<file path="src/rtl/sync_fifo_ctrl.sv">
// Parametrised synchronous FIFO with occupancy count, programmable almost-full/empty,
// sticky overflow/underflow flags, synchronous flush and FWFT or registered-read output.
module sync_fifo_ctrl #(
    parameter int unsigned DATA_WIDTH   = 8,
    parameter int unsigned FIFO_DEPTH   = 16,
    parameter int unsigned FWFT         = 1,
    parameter int unsigned AFULL_LEVEL  = FIFO_DEPTH - 2,
    parameter int unsigned AEMPTY_LEVEL = 2
) (
    input  logic                               clk_i,
    input  logic                               rst_n_i,
    input  logic                               flush_i,
    input  logic                               clear_err_i,
    input  logic                               write_i,
    input  logic [DATA_WIDTH-1:0]              wr_data_i,
    input  logic                               read_i,
    output logic [DATA_WIDTH-1:0]              rd_data_o,
    output logic                               rd_valid_o,
    output logic [$clog2(FIFO_DEPTH+1)-1:0]    count_o,
    output logic                               full_o,
    output logic                               empty_o,
    output logic                               almost_full_o,
    output logic                               almost_empty_o,
    output logic                               overflow_o,
    output logic                               underflow_o
);

    localparam int unsigned PTR_W = (FIFO_DEPTH > 1) ? $clog2(FIFO_DEPTH) : 1;
    localparam int unsigned CNT_W = $clog2(FIFO_DEPTH + 1);
    localparam logic [PTR_W-1:0] PTR_LAST = PTR_W'(FIFO_DEPTH - 1);
    localparam logic [CNT_W-1:0] CNT_FULL = CNT_W'(FIFO_DEPTH);

    logic [DATA_WIDTH-1:0] r_mem [FIFO_DEPTH];
    logic [PTR_W-1:0]      r_wr_ptr;
    logic [PTR_W-1:0]      r_rd_ptr;
    logic [CNT_W-1:0]      r_count;
    logic                  r_overflow;
    logic                  r_underflow;

    logic                  w_rd_acc;
    logic                  w_wr_acc;
    logic [PTR_W-1:0]      w_wr_ptr_next;
    logic [PTR_W-1:0]      w_rd_ptr_next;
    logic [CNT_W-1:0]      w_count_next;

    // Acceptance: a write to a full FIFO is allowed only when a read frees the head slot
    always_comb begin
        w_rd_acc      = read_i & (r_count != '0);
        w_wr_acc      = write_i & ((r_count != CNT_FULL) | w_rd_acc);
        w_wr_ptr_next = (r_wr_ptr == PTR_LAST) ? '0 : r_wr_ptr + PTR_W'(1);
        w_rd_ptr_next = (r_rd_ptr == PTR_LAST) ? '0 : r_rd_ptr + PTR_W'(1);
        w_count_next  = r_count;
        case ({w_wr_acc, w_rd_acc})
            2'b10:   w_count_next = r_count + CNT_W'(1);
            2'b01:   w_count_next = r_count - CNT_W'(1);
            default: w_count_next = r_count;
        endcase
    end

    always_ff @(posedge clk_i) begin
        if (!rst_n_i) begin
            r_wr_ptr    <= '0;
            r_rd_ptr    <= '0;
            r_count     <= '0;
            r_overflow  <= 1'b0;
            r_underflow <= 1'b0;
        end else if (flush_i) begin
            r_wr_ptr    <= '0;
            r_rd_ptr    <= '0;
            r_count     <= '0;
            r_overflow  <= 1'b0;
            r_underflow <= 1'b0;
        end else begin
            if (w_wr_acc) r_wr_ptr <= w_wr_ptr_next;
            if (w_rd_acc) r_rd_ptr <= w_rd_ptr_next;
            r_count <= w_count_next;
            // Setting an error wins over clearing it in the same cycle
            if (write_i && !w_wr_acc) r_overflow <= 1'b1;
            else if (clear_err_i)     r_overflow <= 1'b0;
            if (read_i && !w_rd_acc)  r_underflow <= 1'b1;
            else if (clear_err_i)     r_underflow <= 1'b0;
        end
    end

    // Storage is not reset; writes are suppressed during reset and flush
    always_ff @(posedge clk_i) begin
        if (rst_n_i && !flush_i && w_wr_acc) begin
            r_mem[r_wr_ptr] <= wr_data_i;
        end
    end

    generate
        if (FWFT != 0) begin : g_fwft
            assign rd_data_o  = r_mem[r_rd_ptr];
            assign rd_valid_o = (r_count != '0);
        end else begin : g_reg_read
            logic [DATA_WIDTH-1:0] r_rd_data;
            logic                  r_rd_valid;

            always_ff @(posedge clk_i) begin
                if (!rst_n_i) begin
                    r_rd_data  <= '0;
                    r_rd_valid <= 1'b0;
                end else if (flush_i) begin
                    r_rd_valid <= 1'b0;
                end else begin
                    r_rd_valid <= w_rd_acc;
                    if (w_rd_acc) r_rd_data <= r_mem[r_rd_ptr];
                end
            end

            assign rd_data_o  = r_rd_data;
            assign rd_valid_o = r_rd_valid;
        end
    endgenerate

    assign count_o        = r_count;
    assign full_o         = (r_count == CNT_FULL);
    assign empty_o        = (r_count == '0);
    assign almost_full_o  = (r_count >= CNT_W'(AFULL_LEVEL));
    assign almost_empty_o = (r_count <= CNT_W'(AEMPTY_LEVEL));
    assign overflow_o     = r_overflow;
    assign underflow_o    = r_underflow;

endmodule

</file>
<file path="config.mk">
export PLATFORM = sky130hd
export DESIGN_NAME = sync_fifo_ctrl
export DESIGN_NICKNAME = d
export VERILOG_FILES = /design/src/rtl/sync_fifo_ctrl.sv
export SDC_FILE = /design/constraint.sdc
export NUM_CORES = 1
export LEC_CHECK = 0
export BUFFER_PORTS_ARGS = -buffer_cell sky130_fd_sc_hd__buf_4
export CAP_MARGIN = 10
export CORE_MARGIN = 2
export CORE_UTILIZATION = 53
export DETAILED_ROUTE_END_ITERATION = 10
export GPL_TIMING_DRIVEN = 1
export PLACE_DENSITY = 0.74
export SLEW_MARGIN = 20
export SYNTH_ARGS = -nofsm -noshare
export SYNTH_HDL_FRONTEND = slang
export SYNTH_SLANG_ARGS = --single-unit
</file>
<file path="constraint.sdc">
create_clock -name clk_i -period 2.4 [get_ports clk_i]
set_input_delay 0.24 -clock clk_i [delete_from_list [all_inputs] [get_ports clk_i]]
set_output_delay 0.24 -clock clk_i [all_outputs]
set_load 0.05 [all_outputs]
</file>
# Word-level counts from Yosys, hierarchy flattened
# Memory sizes are Yosys's and may differ from the RTL's. A register that Yosys moved wholly into a read port is not among the register bits.
# Cells that the tools add are included.
# totals
register_bits,15
ram_bits,128
word_cells,45
n_memories,1
# memory_table
name,words,width,read_ports,rd_ports_with_merged_regs,wr,line_no,text
r_mem,16,8,1,1,1,33,logic [DATA_WIDTH-1:0] r_mem [FIFO_DEPTH];
# classes
add_sub_neg,4
order_cmp,2
eq_ne,6
mux,10
n_bitwise,4
n_reduce_logical,13
# ops
operator,count
$mux W4,4
$pmux W5 S2,1
$add A4 B1 Y4 const B,2
$eq A4 B4 Y1 const B,2
$reduce_bool A2 Y1,3
$add A5 B1 Y5 const B,1
$eq A5 B5 Y1 const B,1
$ge A5 B4 Y1 const B,1
$le A5 B2 Y1 const B,1
$logic_not A5 Y1,1
$mux W1,5
$ne A5 B5 Y1 const B,1
$reduce_bool A5 Y1,1
$sub A5 B1 Y5 const B,1
$logic_and A1 B1 Y1,4
$logic_not A1 Y1,3
$and A1 B1 Y1,2
$eq A2 B1 Y1 const B,1
$eq A2 B2 Y1 const B,1
$reduce_or A2 Y1,1
$not A1 Y1,1
$or A1 B1 Y1,1

# Longest topological paths before layout
# depth
word_depth,7
depth_mapped,9
ltp_nobuf,8

# Worst setup path before layout
# No wires, ideal clock.
# synth_timing
path_kind,flip-flop to output port
startpoint,register r_count[4] (netlist: count_o[4])
endpoint,output port almost_empty_o
arrival_ps,3238
setup_slack_ps,-1078
stages_incl_launch_ff,3
path_buffers,1
cell_sequence,dfxtp_1 > clkbuf_1 > a2111oi_0
# synth_via
elab_chain_len,1
# synth_rtl
item,line_no,text
from (decl),36,logic [CNT_W-1:0] r_count;
from (signal assigned),76,r_count <= w_count_next;
$le A5 B2 Y1,121,assign almost_empty_o = (r_count <= CNT_W'(AEMPTY_LEVEL));
to (decl),23,"output logic almost_empty_o,"
# No other way between the ends.

==> results.md <==
* Outcome: complete, but fails checks
* Failing checks: negative setup slack
* Post-synth EDFFs at 128
* Setup Viol. Count Final at 1
* Chip height at roughly 110 um
* H-Tree Depth at 4
* R2R setup slack at between 0.1 and 0.15 ns
* Sequential share of power at 0.482
* Critical-path cell list: buf_6, buf_16, mux4_2, a22oi_2, nand2_2, buf_6
* Drt initial violations at ~350
* Yosys warnings at 0
* Wirelength per Cell at about 23 um
* GPL Wtd Cong at 0.845
* Clock skew at between 0.006 and 0.007 ns
* Mux contribution to synthesized area at 0.132
* IO Pins at 34
* Diode count at 0
* CP Capture Type: output port
* Psw at roughly 1.2 mW
* Endpoint of the worst register-to-register path: count_o[4]
* XOR/XNOR Fraction of Synth Area at 0.00444
* Post-layout min period at ~2.4 ns
* Simple-gate share of the synthesized area at 0.0613
* Die width at about 110 um
* Global route overflow at 0
* Reg clk slew, reported paths at about 0.06 ns
* Hold Path Class: in2reg
* Final Cell Area at ~0.0073 mm2
* Vias per cell at about 6.1
* CTS Root Cell: clkbuf_8
* DP Worst Slack at around 0.047 ns
* Hold Vio Cnt, Final at 0
* Synth Instances at roughly 340
* Max-slew violations at 0
* Clk buf depth at 2
* Hold EP: r_mem[10][4]
* CP bufs+invs at 3
* Routed vias at between 3000 and 4000
* Dpl cell area at 0.00649 mm2
* Most common cell after layout, fill and taps aside: edfxtp_1
* Commonest non-fill, non-tap cells in the layout: 128 x edfxtp_1, 45 x buf_4, 32 x mux4_2
* Pwr/cell area at just under 800 mW/mm2
* Synth cell types at 36
* Largest family of logic cells by synthesized area: multiplexers
* Vias in the first global route at 3433
* Area growth syn-to-layout at 23.7%
* Placed insts at roughly 520
* Slew margin rel. at 0.297
* GRT Total Usage at 0.231
* Setup TNS at -0.0221 ns
* Leakage power at around 2.5 nW
* Worst path slowest cell: mux4_2
* F_max at between 400 and 500 MHz
* Final nets at approximately 430
* Top delay family on crit path: multiplexers
* Filler-free cell count of the finished design at 555
* PortBufs at 33
* Synth Register Bits at between 100 and 150
* Detailed Routing Iterations Pass 1 at 5
* Final WS setup at -0.0221 ns
* Largest net degree at the start of global routing at 33
* Register area share after synthesis at 0.714
* Synth Area in Compound Gates at 0.0533
* Initial antenna violation count at 0
* Unrepaired setup endpoints after global routing: true
* Cts bufs inserted at 17
* Cell area after synthesis at a little under 0.006 mm2
* CTS tree: built
* Min-delay src: wr_data_i[4]
* Most used DFF post-synth: edfxtp_1
* Maximum vdd ir drop at 0.454 mV
* First-pass GRT wire length at around 19 mm
* Worst path required time at around 2.2 ns
* Critical path arrival at 2.18 ns
* Cell Rows at 38
* DP HPWL at between 7 and 8 mm
* Hold depth at 1
* Crit-path max cell delay at ~0.52 ns
* Pwr Total at just under 6 mW
* Ratio of cells with drive above 1 in the final layout at 0.376
* Final ANT Viol Nets at 0
* Adder-Cell Fraction of Synth Area at 0.0203
* Clk network pwr share at 0.454
* Routed wire length at 12.7 mm
* Internal power at 4.58 mW
* Total Die Area at roughly 0.012 mm2
* Remaining DRCs at 0
* Initial Util at 0.544
* Crit Reg-Reg Startpoint: count_o[2]
* Ys async rst share at 0
* Sw Ratio at 0.212
* Clk_lat worst skew at about 0.52 ns
* Synthesized area per cell at about 17 um2
* Critical path class: reg2out
* Worst-margin pin slew at between 1 and 1.5 ns
* CP Max Fanout at 6
* Worst path most repeated cell: buf_6
* Max Cap Viol at 0
* Post-Syn Nets at ~360
* Clock Sink Count at 147
* Logic pwr share at 0.064
* Final Cycle Share at 1.01
* CP startpoint kind: flip-flop
* CORE AREA at about 0.011 mm2
* R2R cell count at 8
## Yosys cell counts, types with 2 or more instances
library cell,number,share of area
edfxtp_1,128,0.65
mux4_2,32,0.12
nor2_1,28,0.018
dfxtp_1,19,0.064
a22oi_1,18,0.023
nand2_1,14,0.0089
nand3_1,9,0.0076
nor3_1,9,0.0076
ha_1,8,0.017
a21oi_1,7,0.0059
clkbuf_1,7,0.0044
inv_1,6,0.0038
nand2b_1,6,0.0063
nor2b_1,6,0.0063
buf_2,5,0.0042
mux2i_1,5,0.0085
buf_1,4,0.0025
xor2_1,3,0.0044
a211oi_1,2,0.0025
a311o_1,2,0.0034
a31oi_1,2,0.0021
o211ai_1,2,0.0025
o21ai_0,2,0.0017
o21ai_2,2,0.0030
or4_1,2,0.0025
## through the flow
stage | utilization | hold WS [ns]
3_3_place_gp | 0.596 | 0.495
3_5_place_dp | 0.596 | 0.502
2_1_floorplan | - | 0.339
5_1_grt | 0.673 | 0.0183
4_1_cts | 0.674 | 0.00220
6_report | 0.673 | 0.0314
## sequential cells by signal (all words and copies together), names as in the netlist, named ones only
signal	cells
r_mem	128
r_rd_ptr	4
underflow_o	1
count_o	5
r_wr_ptr	4
overflow_o	1
## power by group through the flow
stage,logic (mW),registers [mW],clock network [mW]
2_1_floorplan,0.190,2.87,0
3_3_place_gp,0.333,2.85,0
3_5_place_dp,0.342,2.85,0
4_1_cts,0.376,2.80,2.67
5_1_grt,0.397,2.80,2.80
6_report,0.373,2.80,2.64
## layer usage
layer / part of all wire / track usage / vias up
met5: 0 / 0 / -
met4: 0.022 / 0.0958 / 0
met3: 0.065 / 0.0575 / 20
met2: 0.52 / 0.384 / 161
met1: 0.40 / 0.291 / 1707
li1: - / - / 1489
## final cells by class
cell class	count	area, um2
Tap cell	140	175
Fill cell	707	3560
Multi-Input combinational cell	170	1710
Timing Repair Buffer	60	552
Clock buffer	25	571
Inverter	6	22.5
Sequential cell	147	4240
Clock inverter	7	52.6
## worst max path at each step
stage	startpoint	endpoint	slack [ns]	depth (start not counted)
after floorplan	count_o[1]	count_o[4]	-0.05	9
after global placement	count_o[2]	count_o[4]	0.11	8
after detailed placement	count_o[2]	count_o[4]	0.05	8
after CTS	flip-flop	rd_data_o[3]	-0.04	6
after global routing	flip-flop	rd_data_o[0]	-0.1	6
final	flip-flop	rd_data_o[0]	-0.02	6
## what timing repair did
item | in CTS | in global routing
hold buffers | 0 | 0
pin swaps | 12 | 8
gates resized for setup | 28 | 10
gates cloned | 3 | 0
setup buffers | 5 | 0
setup endpoints to repair | 8 | 13
## cells by family (layout without fill, tap and decap cells)
family	Yosys count	after routing
simple gates	77	77
xor+xnor	3	3
compound gates	43	43
buf+inv	22	98
flops	147	147
mux	38	38
fa+ha+maj	9	9
Power figures use the tool's default switching activity.
